===== src/rtl/lwe_op_scheduler_pkg.sv =====
// Shared constants for the LWE op scheduler: opcodes, instruction-word field
// offsets and the issue FSM encoding.
package lwe_sched_pkg;

  localparam logic [1:0] OP_ENC = 2'd0;
  localparam logic [1:0] OP_DEC = 2'd1;
  localparam logic [1:0] OP_ADD = 2'd2;
  localparam logic [1:0] OP_MUL = 2'd3;

  // The opcode sits below OPC_LSB; the address fields start there.
  localparam int OPC_LSB  = 2;
  localparam int SRC1_LSB = 2;
  localparam int SRC2_LSB = 11;
  localparam int DEST_LSB = 20;
  localparam int GO_BIT   = 31;

  typedef enum logic [1:0] {
    ST_IDLE  = 2'd0,
    ST_ISSUE = 2'd1,
    ST_WAIT  = 2'd2
  } sched_state_e;

  function automatic logic op_reads_src2(input logic [1:0] op);
    logic r;
    case (op)
      OP_ENC:  r = 1'b0;
      OP_DEC:  r = 1'b0;
      OP_ADD:  r = 1'b1;
      OP_MUL:  r = 1'b1;
      default: r = 1'b0;
    endcase
    return r;
  endfunction

endpackage


===== src/rtl/lwe_op_scheduler_fifo.sv =====
// Instruction queue for the scheduler: synchronous FIFO with flush, a
// registered full flag and an occupancy count.
module sched_fifo #(
  parameter int DEPTH = 4,
  parameter int WIDTH = 29
) (
  input  logic                     clk_i,
  input  logic                     rst_i,
  input  logic                     push_i,
  input  logic                     pop_i,
  input  logic                     flush_i,
  input  logic [WIDTH-1:0]         din_i,
  output logic [WIDTH-1:0]         dout_o,
  output logic                     full_o,
  output logic                     empty_o,
  output logic [$clog2(DEPTH):0]   count_o
);

  localparam int PW = $clog2(DEPTH);

  logic [WIDTH-1:0] mem_q [DEPTH];
  logic [PW-1:0]    wr_ptr_q;
  logic [PW-1:0]    rd_ptr_q;
  logic [PW:0]      count_q;
  logic [PW:0]      count_d;
  logic             full_q;
  logic             do_push_s;
  logic             do_pop_s;

  assign do_push_s = push_i && !full_q && !flush_i;
  assign do_pop_s  = pop_i && (count_q != '0);

  always_comb begin
    count_d = count_q;
    if (flush_i) begin
      count_d = '0;
    end else begin
      case ({do_push_s, do_pop_s})
        2'b10:   count_d = count_q + {{PW{1'b0}}, 1'b1};
        2'b01:   count_d = count_q - {{PW{1'b0}}, 1'b1};
        default: count_d = count_q;
      endcase
    end
  end

  // Storage carries no reset; only entries below the count are ever read.
  always_ff @(posedge clk_i) begin
    if (do_push_s) begin
      mem_q[wr_ptr_q] <= din_i;
    end
  end

  always_ff @(posedge clk_i or posedge rst_i) begin
    if (rst_i) begin
      wr_ptr_q <= '0;
      rd_ptr_q <= '0;
      count_q  <= '0;
      full_q   <= 1'b0;
    end else begin
      if (flush_i) begin
        wr_ptr_q <= '0;
        rd_ptr_q <= '0;
      end else begin
        if (do_push_s) wr_ptr_q <= wr_ptr_q + {{(PW-1){1'b0}}, 1'b1};
        if (do_pop_s)  rd_ptr_q <= rd_ptr_q + {{(PW-1){1'b0}}, 1'b1};
      end
      count_q <= count_d;
      full_q  <= (count_d == (PW+1)'(DEPTH));
    end
  end

  assign dout_o  = mem_q[rd_ptr_q];
  assign full_o  = full_q;
  assign empty_o = (count_q == '0);
  assign count_o = count_q;

endmodule


===== src/rtl/lwe_op_scheduler.sv =====
// Queues LWE instructions from the opcode register and issues them one at a
// time to the compute core, aborting any op the core fails to finish in time.
module lwe_op_scheduler
  import lwe_sched_pkg::*;
#(
  parameter int ADDR_WIDTH  = 9,
  parameter int QUEUE_DEPTH = 4,
  parameter int TIMEOUT     = 64,
  parameter int CNT_WIDTH   = 8
) (
  input  logic                         wb_clk_i,
  input  logic                         wb_rst_i,
  input  logic                         cmd_valid,
  input  logic [31:0]                  cmd_data,
  output logic                         cmd_ready,
  input  logic                         flush,
  input  logic                         clear_err,
  output logic                         core_start,
  output logic [1:0]                   core_opcode,
  output logic [ADDR_WIDTH-1:0]        core_src1,
  output logic [ADDR_WIDTH-1:0]        core_src2,
  output logic [ADDR_WIDTH-1:0]        core_dest,
  input  logic                         core_done,
  output logic                         core_abort,
  output logic                         busy,
  output logic [$clog2(QUEUE_DEPTH):0] q_count,
  output logic [CNT_WIDTH-1:0]         done_count,
  output logic                         err_timeout,
  output logic                         err_overflow
);

  localparam int EW = 2 + 3*ADDR_WIDTH;
  localparam int TW = $clog2(TIMEOUT);

  sched_state_e          state_q;
  logic [TW-1:0]         timer_q;
  logic                  start_q;
  logic                  abort_q;
  logic [1:0]            opcode_q;
  logic [ADDR_WIDTH-1:0] src1_q;
  logic [ADDR_WIDTH-1:0] src2_q;
  logic [ADDR_WIDTH-1:0] dest_q;
  logic [CNT_WIDTH-1:0]  done_cnt_q;
  logic                  err_to_q;
  logic                  err_ov_q;

  logic                  push_req_s;
  logic                  fifo_full_s;
  logic                  fifo_empty_s;
  logic [EW-1:0]         fifo_din_s;
  logic [EW-1:0]         fifo_head_s;
  logic [$clog2(QUEUE_DEPTH):0] fifo_count_s;
  logic                  timeout_ev_s;
  logic                  unused_s;

  assign push_req_s = cmd_valid && cmd_data[GO_BIT];
  assign fifo_din_s = {cmd_data[OPC_LSB-1:0],
                       cmd_data[SRC1_LSB +: ADDR_WIDTH],
                       cmd_data[SRC2_LSB +: ADDR_WIDTH],
                       cmd_data[DEST_LSB +: ADDR_WIDTH]};
  assign unused_s   = ^cmd_data[GO_BIT-1:DEST_LSB+ADDR_WIDTH];

  sched_fifo #(
    .DEPTH (QUEUE_DEPTH),
    .WIDTH (EW)
  ) u_fifo (
    .clk_i   (wb_clk_i),
    .rst_i   (wb_rst_i),
    .push_i  (push_req_s),
    .pop_i   (state_q == ST_ISSUE),
    .flush_i (flush),
    .din_i   (fifo_din_s),
    .dout_o  (fifo_head_s),
    .full_o  (fifo_full_s),
    .empty_o (fifo_empty_s),
    .count_o (fifo_count_s)
  );

  // Completion in the expiry cycle takes priority over the watchdog.
  assign timeout_ev_s = (state_q == ST_WAIT) && !core_done &&
                        (timer_q == TW'(TIMEOUT-1));

  // Issue FSM; an op is not launched in a cycle that is flushing the queue.
  always_ff @(posedge wb_clk_i or posedge wb_rst_i) begin
    if (wb_rst_i) begin
      state_q    <= ST_IDLE;
      timer_q    <= '0;
      start_q    <= 1'b0;
      abort_q    <= 1'b0;
      opcode_q   <= 2'd0;
      src1_q     <= '0;
      src2_q     <= '0;
      dest_q     <= '0;
      done_cnt_q <= '0;
    end else begin
      start_q <= 1'b0;
      abort_q <= 1'b0;
      unique case (state_q)
        ST_IDLE: begin
          if (!fifo_empty_s && !err_to_q && !flush) begin
            state_q  <= ST_ISSUE;
            start_q  <= 1'b1;
            opcode_q <= fifo_head_s[EW-1 -: 2];
            src1_q   <= fifo_head_s[3*ADDR_WIDTH-1 -: ADDR_WIDTH];
            src2_q   <= fifo_head_s[2*ADDR_WIDTH-1 -: ADDR_WIDTH];
            dest_q   <= fifo_head_s[ADDR_WIDTH-1:0];
          end else begin
            state_q <= ST_IDLE;
          end
        end
        ST_ISSUE: begin
          timer_q <= '0;
          state_q <= ST_WAIT;
        end
        ST_WAIT: begin
          if (core_done) begin
            done_cnt_q <= done_cnt_q + CNT_WIDTH'(1);
            state_q    <= ST_IDLE;
          end else if (timeout_ev_s) begin
            abort_q <= 1'b1;
            state_q <= ST_IDLE;
          end else begin
            timer_q <= timer_q + TW'(1);
          end
        end
        default: state_q <= ST_IDLE;
      endcase
    end
  end

  // Sticky error flags; a new error event outranks clear_err.
  always_ff @(posedge wb_clk_i or posedge wb_rst_i) begin
    if (wb_rst_i) begin
      err_to_q <= 1'b0;
      err_ov_q <= 1'b0;
    end else begin
      if (timeout_ev_s)   err_to_q <= 1'b1;
      else if (clear_err) err_to_q <= 1'b0;
      if (push_req_s && fifo_full_s) err_ov_q <= 1'b1;
      else if (clear_err)            err_ov_q <= 1'b0;
    end
  end

  assign cmd_ready    = !fifo_full_s;
  assign core_start   = start_q;
  assign core_abort   = abort_q;
  assign core_opcode  = opcode_q;
  assign core_src1    = src1_q;
  assign core_src2    = src2_q;
  assign core_dest    = dest_q;
  assign busy         = (state_q != ST_IDLE) || (fifo_count_s != '0);
  assign q_count      = fifo_count_s;
  assign done_count   = done_cnt_q;
  assign err_timeout  = err_to_q;
  assign err_overflow = err_ov_q;

endmodule


===== config.mk =====
export PLATFORM = sky130hd
export DESIGN_NAME = lwe_op_scheduler
export DESIGN_NICKNAME = d
export VERILOG_FILES = /design/src/rtl/lwe_op_scheduler_pkg.sv /design/src/rtl/lwe_op_scheduler_fifo.sv /design/src/rtl/lwe_op_scheduler.sv
export SDC_FILE = /design/constraint.sdc
export NUM_CORES = 1
export LEC_CHECK = 0
export CORE_UTILIZATION = 45
export DETAILED_ROUTE_END_ITERATION = 10
export PLACE_DENSITY = 0.66
export SKIP_LAST_GASP = 1
export SYNTH_ARGS = -nofsm -noshare
export SYNTH_HDL_FRONTEND = slang
export SYNTH_HIERARCHICAL = 1
export SYNTH_SLANG_ARGS = --single-unit

===== constraint.sdc =====
create_clock -name wb_clk_i -period 6 [get_ports wb_clk_i]
set_input_delay 1.2 -clock wb_clk_i [delete_from_list [all_inputs] [get_ports wb_clk_i]]
set_output_delay 1.2 -clock wb_clk_i [all_outputs]
set_load 0.05 [all_outputs]

==> results.py, run 1 <==
metrics = {
    "power_and_ir_drop": {
        "p_leak_nw": 2.991,
        "clkPwrFrac": 0.326,
        "power_frac_seq": 0.443,
        "p_int_w": 0.002346,
        "power_switching_share": 0.2969,
        "total_power_w": 0.003337,
        "p_per_area_nw_per_um2": 402.5,
        "p_comb_frac": 0.231,
        "max-vdd-ir-drop_uv": 217.7,
        "power_switching_w": 0.0009908,
    },
    "worst_setup_path": {
        "end_kind": "output pin",
        "slowest_delay_ps": 710,
        "cp.arrival_ps": 2290,
        "criticalPathCategory": "reg -> out",
        "cp_max_fo": 7,
        "start_kind": "register",
        "critPathRequiredTime_ps": 4800,
        "cp_slowest_cell": "clkdlybuf4s50_1",
        "path_cells": "or2_4 -> or4_1 -> clkdlybuf4s50_1",
    },
    "sta": {
        "fin_crit_ps": 3486,
        "rsz0062_at_grt": "no",
        "max-slew-margin-rel": 0.3818,
        "fin_crit_sh": 0.5810,
        "max_freq_mhz": 286.9,
        "worstMarginPinSlew_ps": 920.4,
        "fin_skew_ps": 4.903,
        "layout_setup_ws_ps": 2514,
        "slew_viol_final": 0,
        "final.setup.tns_ps": 0,
        "hold_viol": 0,
        "finalSetupViolCount": 0,
    },
    "logic_synthesis": {
        "ys_warn_count": 6,
        "ys_types": 47,
        "syn_nets": 390,
        "synth_cells": 344,
        "synth_edf_count": 116,
        "ys_ff_latch": 173,
        "ys_seq_area_frac": 0.7328,
        "syn_area_per_cell_um2": 19.48,
        "syn-cell-area_um2": 6700,
        "ys.flop_type": "edfxtp_1",
        "ys_async_sr_fraction": 0.3295,
    },
    "floorplanning": {
        "initial_core_util": 0.4610,
        "core_um2": 14530,
        "die_w_um": 124.0,
        "chipHeight_um": 124.0,
        "rows": 44,
        "io_pins": 84,
        "dieArea_um2": 15380,
    },
    "cells_and_area": {
        "multiInputGateArea_um2": 1678,
        "drive_above_1_share": 0.2328,
        "insertedDiodeCount": 0,
        "final_area_um2": 8292,
        "area_growth_pct": 23.75,
        "seqCellArea_um2": 4911,
        "instances_no_fill": 635,
        "layout.nets": 484,
        "fillers": 1145,
    },
    "cts": {
        "cts-root-buf": "clkbuf_16",
        "cts.sinks": 173,
        "cts_hold_buf": 0,
        "postCtsSetupRepairBufs": 0,
        "cts_max_path_buffers": 2,
        "htree_levels": 4,
        "cts_tree": "yes",
        "cts_resized": 0,
        "numCtsBuffers": 17,
        "clk_latency_ps": 410,
        "clk_pin_slew_ps": 60,
    },
    "detailed_routing": {
        "vias_per_cell": 5.261,
        "totalWireLength_mm": 11.81,
        "antenna_violating_nets_post_route": 0,
        "dr_total_vias": 3341,
        "drt_iter0_drc": 187,
        "dr.max_layer_used": "met4",
        "dr_wl_met2_mm": 5.919,
        "m1WireLength_mm": 5.135,
        "dr.pass1.iters": 4,
        "avgRoutedWirePerCell_um": 18.59,
        "drc": 0,
        "met3_length_um": 619,
    },
    "global_routing": {
        "grt_pass1_wl_mm": 18.48,
        "overflow": 0,
        "grt_pass1_vias": 3438,
        "track_usage": 0.1707,
        "grt_antenna_before_repair": 0,
        "grt_max_degree": 50,
    },
    "hold_path": {
        "hold_path.class": "reg -> reg",
    },
    "placement": {
        "place_area_um2": 7701,
        "gp_congestion": 0.7384,
        "post-dp-hpwl_mm": 7.109,
        "port_buffers": 81,
        "post-place-ws_ps": 2192,
        "dp.cells": 603,
    },
    "run": {
        "maxCapViolCount": 0,
    },
    "outcome": {
        "outcome": "completed",
    },
}
==> worst paths after layout <==
check | endpoint | slack (ps) | startpoint | depth (start not counted)
max in group asynchronous | core_dest[1] | 4200 | wb_rst_i | 3
max | busy | 2510 | state_q[1] | 3
min reg2reg | done_count[7] | 470 | done_count[7] | 1
min in group asynchronous | u_fifo/count_o[0] | 1090 | wb_rst_i | 2
max reg2reg | u_fifo/full_o | 3360 | state_q[0] | 9
min | done_count[7] | 470 | done_count[7] | 1
==> final cells by class <==
| type | instances | area share |
|---|---|---|
| clock buffers | 20 | 0.05387 |
| inverters | 11 | 0.004980 |
| multi-input cells | 150 | 0.2024 |
| well taps | 184 | 0.02777 |
| flip-flops and latches | 173 | 0.5923 |
| repair buffers | 85 | 0.1014 |
| clock inverters | 12 | 0.01735 |
==> synthesized netlist by cell type, types with 2 or more instances <==
master	n	share of area
a21oi_1	3	0.0022
a31oi_1	2	0.0019
and2_1	6	0.0056
and3_1	2	0.0019
buf_1	2	0.0011
buf_4	2	0.0022
buf_6	4	0.0067
dfrtp_1	57	0.21
edfxtp_1	116	0.52
ha_1	7	0.013
inv_1	11	0.0062
mux2_2	29	0.049
mux2i_1	5	0.0075
mux4_2	29	0.097
nand2_1	9	0.0050
nand4_1	3	0.0028
nand4b_1	2	0.0026
nor2_1	9	0.0050
nor3_1	5	0.0037
nor4_1	2	0.0019
o21ai_0	3	0.0022
or2_2	2	0.0019
xnor2_1	5	0.0065
xor2_1	6	0.0078
==> power by group through the flow <==
stage          registers (W)  clock network (W)  logic [W]
2_1_floorplan        0.00184                  0   0.000158
3_3_place_gp         0.00150                  0   0.000766
3_5_place_dp         0.00150                  0   0.000778
4_1_cts              0.00148            0.00112   0.000780
5_1_grt              0.00150            0.00116   0.000816
6_report             0.00148            0.00109   0.000771
==> placed cells by master (no fill, tap or decap), types with 2 or more instances in the layout <==
| master | Yosys | routed |
|---|---|---|
| nor4_1 | 2 | 2 |
| or2_2 | 2 | 2 |
| buf_4 | 2 | 4 |
| nand4b_1 | 2 | 2 |
| nand2_1 | 9 | 9 |
| xor2_1 | 6 | 6 |
| clkinv_2 | 0 | 5 |
| clkbuf_16 | 0 | 17 |
| and3_1 | 2 | 2 |
| a21oi_1 | 3 | 3 |
| clkbuf_1 | 1 | 2 |
| mux2i_1 | 5 | 5 |
| clkdlybuf4s50_1 | 0 | 81 |
| and2_2 | 0 | 4 |
| and2_1 | 6 | 2 |
| nor3_1 | 5 | 5 |
| nor2_1 | 9 | 9 |
| bufinv_16 | 0 | 3 |
| mux2_2 | 29 | 29 |
| xnor2_1 | 5 | 5 |
| inv_1 | 11 | 10 |
| mux4_2 | 29 | 29 |
| nand4_1 | 3 | 3 |
| dfrtp_1 | 57 | 56 |
| edfxtp_1 | 116 | 116 |
| o21ai_0 | 3 | 3 |
| a31oi_1 | 2 | 2 |
| ha_1 | 7 | 7 |
==> kinds of logic (layout without fill, tap and decap cells) <==
kind of cell,Yosys count,count (layout),share of synthesized area
adder cells (fa/ha/maj),8,8,0.01606
AO/OA/AOI/OAI,14,14,0.01512
flip-flops,173,173,0.7328
buffers and inverters,21,128,0.01755
multiplexers,64,64,0.1554
XOR/XNOR,11,11,0.01438
AND/OR/NAND/NOR,53,53,0.04874
==> metal layers <==
metal | global-route usage | vias up
met5 | 0 | -
met4 | 0.07292 | 0
met3 | 0.05357 | 12
met2 | 0.2729 | 78
met1 | 0.2157 | 1721
li1 | - | 1530
==> metrics by stage <==
step | hold slack [ps] | util
after floorplan | 458.4 | -
after global placement | 455.2 | 0.5299
after detailed placement | 472.6 | 0.5299
after CTS | 481.1 | 0.5705
after global routing | 494.4 | 0.5705
final | 469.9 | 0.5705
==> critical path, delay by kind of cell (launching register included) <==
family,cells,cell delay [ps]
simple gates,2,700
buf+inv,1,710
flops,1,450
==> flip-flops by register name, indices dropped and copies added (netlist names), 3 cells and up <==
name	flops
core_src1	9
timer_q	6
u_fifo/mem_q	116
core_src2	9
u_fifo/count_o	3
done_count	8
core_dest	9
Power figures use the tool's default switching activity.
==> run 2: changes to the inputs <==
--- a/config.mk
+++ b/config.mk
@@ -7,7 +7,7 @@
 export LEC_CHECK = 0
 export CORE_UTILIZATION = 45
 export DETAILED_ROUTE_END_ITERATION = 10
-export PLACE_DENSITY = 0.66
+export PLACE_DENSITY = 0.68
 export SKIP_LAST_GASP = 1
 export SYNTH_ARGS = -nofsm -noshare
 export SYNTH_HDL_FRONTEND = slang
==> constraint.sdc (replaced) <==
create_clock -name wb_clk_i -period 3.1 [get_ports wb_clk_i]
set_input_delay 0.62 -clock wb_clk_i [delete_from_list [all_inputs] [get_ports wb_clk_i]]
set_output_delay 0.62 -clock wb_clk_i [all_outputs]
set_load 0.05 [all_outputs]
==> results.py, run 2 (synthesis gave the netlist of run 1 again) <==
metrics = {
    "power_and_ir_drop": {
        "p_per_area_nw_per_um2": 782.4,
        "p_leak_nw": 3.078,
        "max-vdd-ir-drop_uv": 509.4,
    },
    "sta": {
        "fin_crit_sh": 0.9332,
        "slew_viol_final": 0,
        "max_freq_mhz": 345.7,
        "fin_skew_ps": 6.388,
        "finalSetupViolCount": 0,
        "holdWs_ps": 469.5,
        "max-slew-margin-rel": 0.5936,
        "rsz0062_at_grt": "no",
        "hold_viol": 0,
        "layout_setup_ws_ps": 206.9,
        "final.setup.tns_ps": 0,
        "fin_crit_ps": 2893,
        "worstMarginPinSlew_ps": 608.8,
    },
    "detailed_routing": {
        "vias_per_cell": 5.243,
        "dr.pass1.iters": 4,
        "dr_total_vias": 3387,
        "totalWireLength_mm": 11.94,
        "antenna_violating_nets_post_route": 0,
        "drt_iter0_drc": 193,
        "drc": 0,
        "avgRoutedWirePerCell_um": 18.48,
    },
    "global_routing": {
        "overflow": 0,
        "grt_antenna_before_repair": 0,
        "grt_max_degree": 31,
        "grt_pass1_vias": 3502,
        "grt_pass1_wl_mm": 19.06,
        "track_usage": 0.1756,
    },
    "cts": {
        "clk_latency_ps": 420,
        "htree_levels": 4,
        "cts_max_path_buffers": 2,
        "numCtsBuffers": 17,
        "cts_tree": "yes",
        "clk_pin_slew_ps": 70,
        "cts_resized": 0,
        "cts_hold_buf": 0,
        "cts-root-buf": "clkbuf_16",
        "cts.sinks": 173,
        "postCtsSetupRepairBufs": 0,
    },
    "floorplanning": {
        "chipHeight_um": 124.0,
        "die_w_um": 124.0,
        "core_um2": 14530,
        "dieArea_um2": 15380,
        "rows": 44,
        "initial_core_util": 0.4610,
        "io_pins": 84,
    },
    "placement": {
        "port_buffers": 81,
        "post-dp-hpwl_mm": 7.404,
        "gp_congestion": 0.7799,
        "post-place-ws_ps": 71.51,
    },
    "run": {
        "maxCapViolCount": 0,
    },
    "cells_and_area": {
        "layout_common_cells": "edfxtp_1 (116), clkdlybuf4s50_1 (81), dfrtp_1 (56)",
        "layout.nets": 495,
        "multiInputGateArea_um2": 1678,
        "final_common_cell": "edfxtp_1",
        "insertedDiodeCount": 0,
        "seqCellArea_um2": 4911,
        "fillers": 1124,
        "max_flop_register": "u_fifo/mem_q",
        "drive_above_1_share": 0.2576,
        "largest_reg_flops": 116,
        "area_growth_pct": 26.18,
    },
    "hold_path": {
        "holdPathStages": 1,
        "worstHoldEndpoint": "done_count[7]",
        "hold_path.class": "reg -> reg",
        "hold_start": "done_count[7]",
    },
    "worst_setup_path": {
        "start_kind": "register",
        "criticalPathCategory": "reg -> out",
        "crit_path_start": "state_q[1]",
        "reg2reg_to": "u_fifo/full_o",
        "cp.arrival_ps": 2270,
        "timing.rr.start": "state_q[0]",
        "critPathRequiredTime_ps": 2480,
        "cp_max_fo": 7,
        "r2r_slack_ps": 450,
        "end_kind": "output pin",
        "r2r_cells": 9,
    },
    "outcome": {
        "outcome": "completed",
    },
}
[run 2: cell count changes in the layout (fill, tap and decap cells not counted), sizes merged]
cell	previous run	this run
clkbuf	20	17
buf	4	15
clkinv	7	3
bufinv	3	4
inv	12	18
[run 2: how the worst max path moves through the flow]
stage / cells after the start / slack [ps] / end
global route: 3 / 120 / busy
finish: 3 / 210 / busy
CTS: 3 / 170 / busy
global placement: 10 / 100 / u_fifo/full_o
detailed placement: 10 / 70 / u_fifo/full_o
floorplan: 7 / 520 / u_fifo/full_o
[run 2: stage by stage]
step                  util  cells  total power [W]  cell area, um2
floorplan                -    344         0.003857            6700
global placement    0.5381    614         0.004390            7821
detailed placement  0.5381    614         0.004419            7821
CTS                 0.5817    646         0.006679            8454
global route        0.5817    646         0.006862            8454
finish              0.5817    646         0.006615            8454
[run 2: critical path, cell delays in order (launching register included)]
cell and delay (ps):
dfrtp_1 440, or2_4 300, or4_1 390, clkdlybuf4s50_1 720
[run 2: routing by layer]
layer / vias to the layer above / wire (um) / global-route usage
li1: 1555 / - / -
met1: 1738 / 5061 / 0.2185
met2: 77 / 6069 / 0.2868
met3: 17 / 648 / 0.05723
met4: 0 / 159 / 0.06622
met5: - / 0 / 0
[run 2: cell type report]
class                           count  area share
Inverter                           11    0.004884
Timing Repair Buffer               96      0.1137
Sequential cell                   173      0.5809
Tap cell                          184     0.02723
Clock buffer                       17     0.05032
Multi-Input combinational cell    150      0.1985
Clock inverter                     15     0.02457
[run 2: power by group]
| part | switching [W] | total (W) | internal, W | leakage [nW] |
|---|---|---|---|---|
| Sequential | 0.000160 | 0.00287 | 0.00271 | 1.78 |
| Clock | 0.000889 | 0.00225 | 0.00136 | 0.310 |
| Combinational | 0.000937 | 0.00149 | 0.000558 | 0.991 |
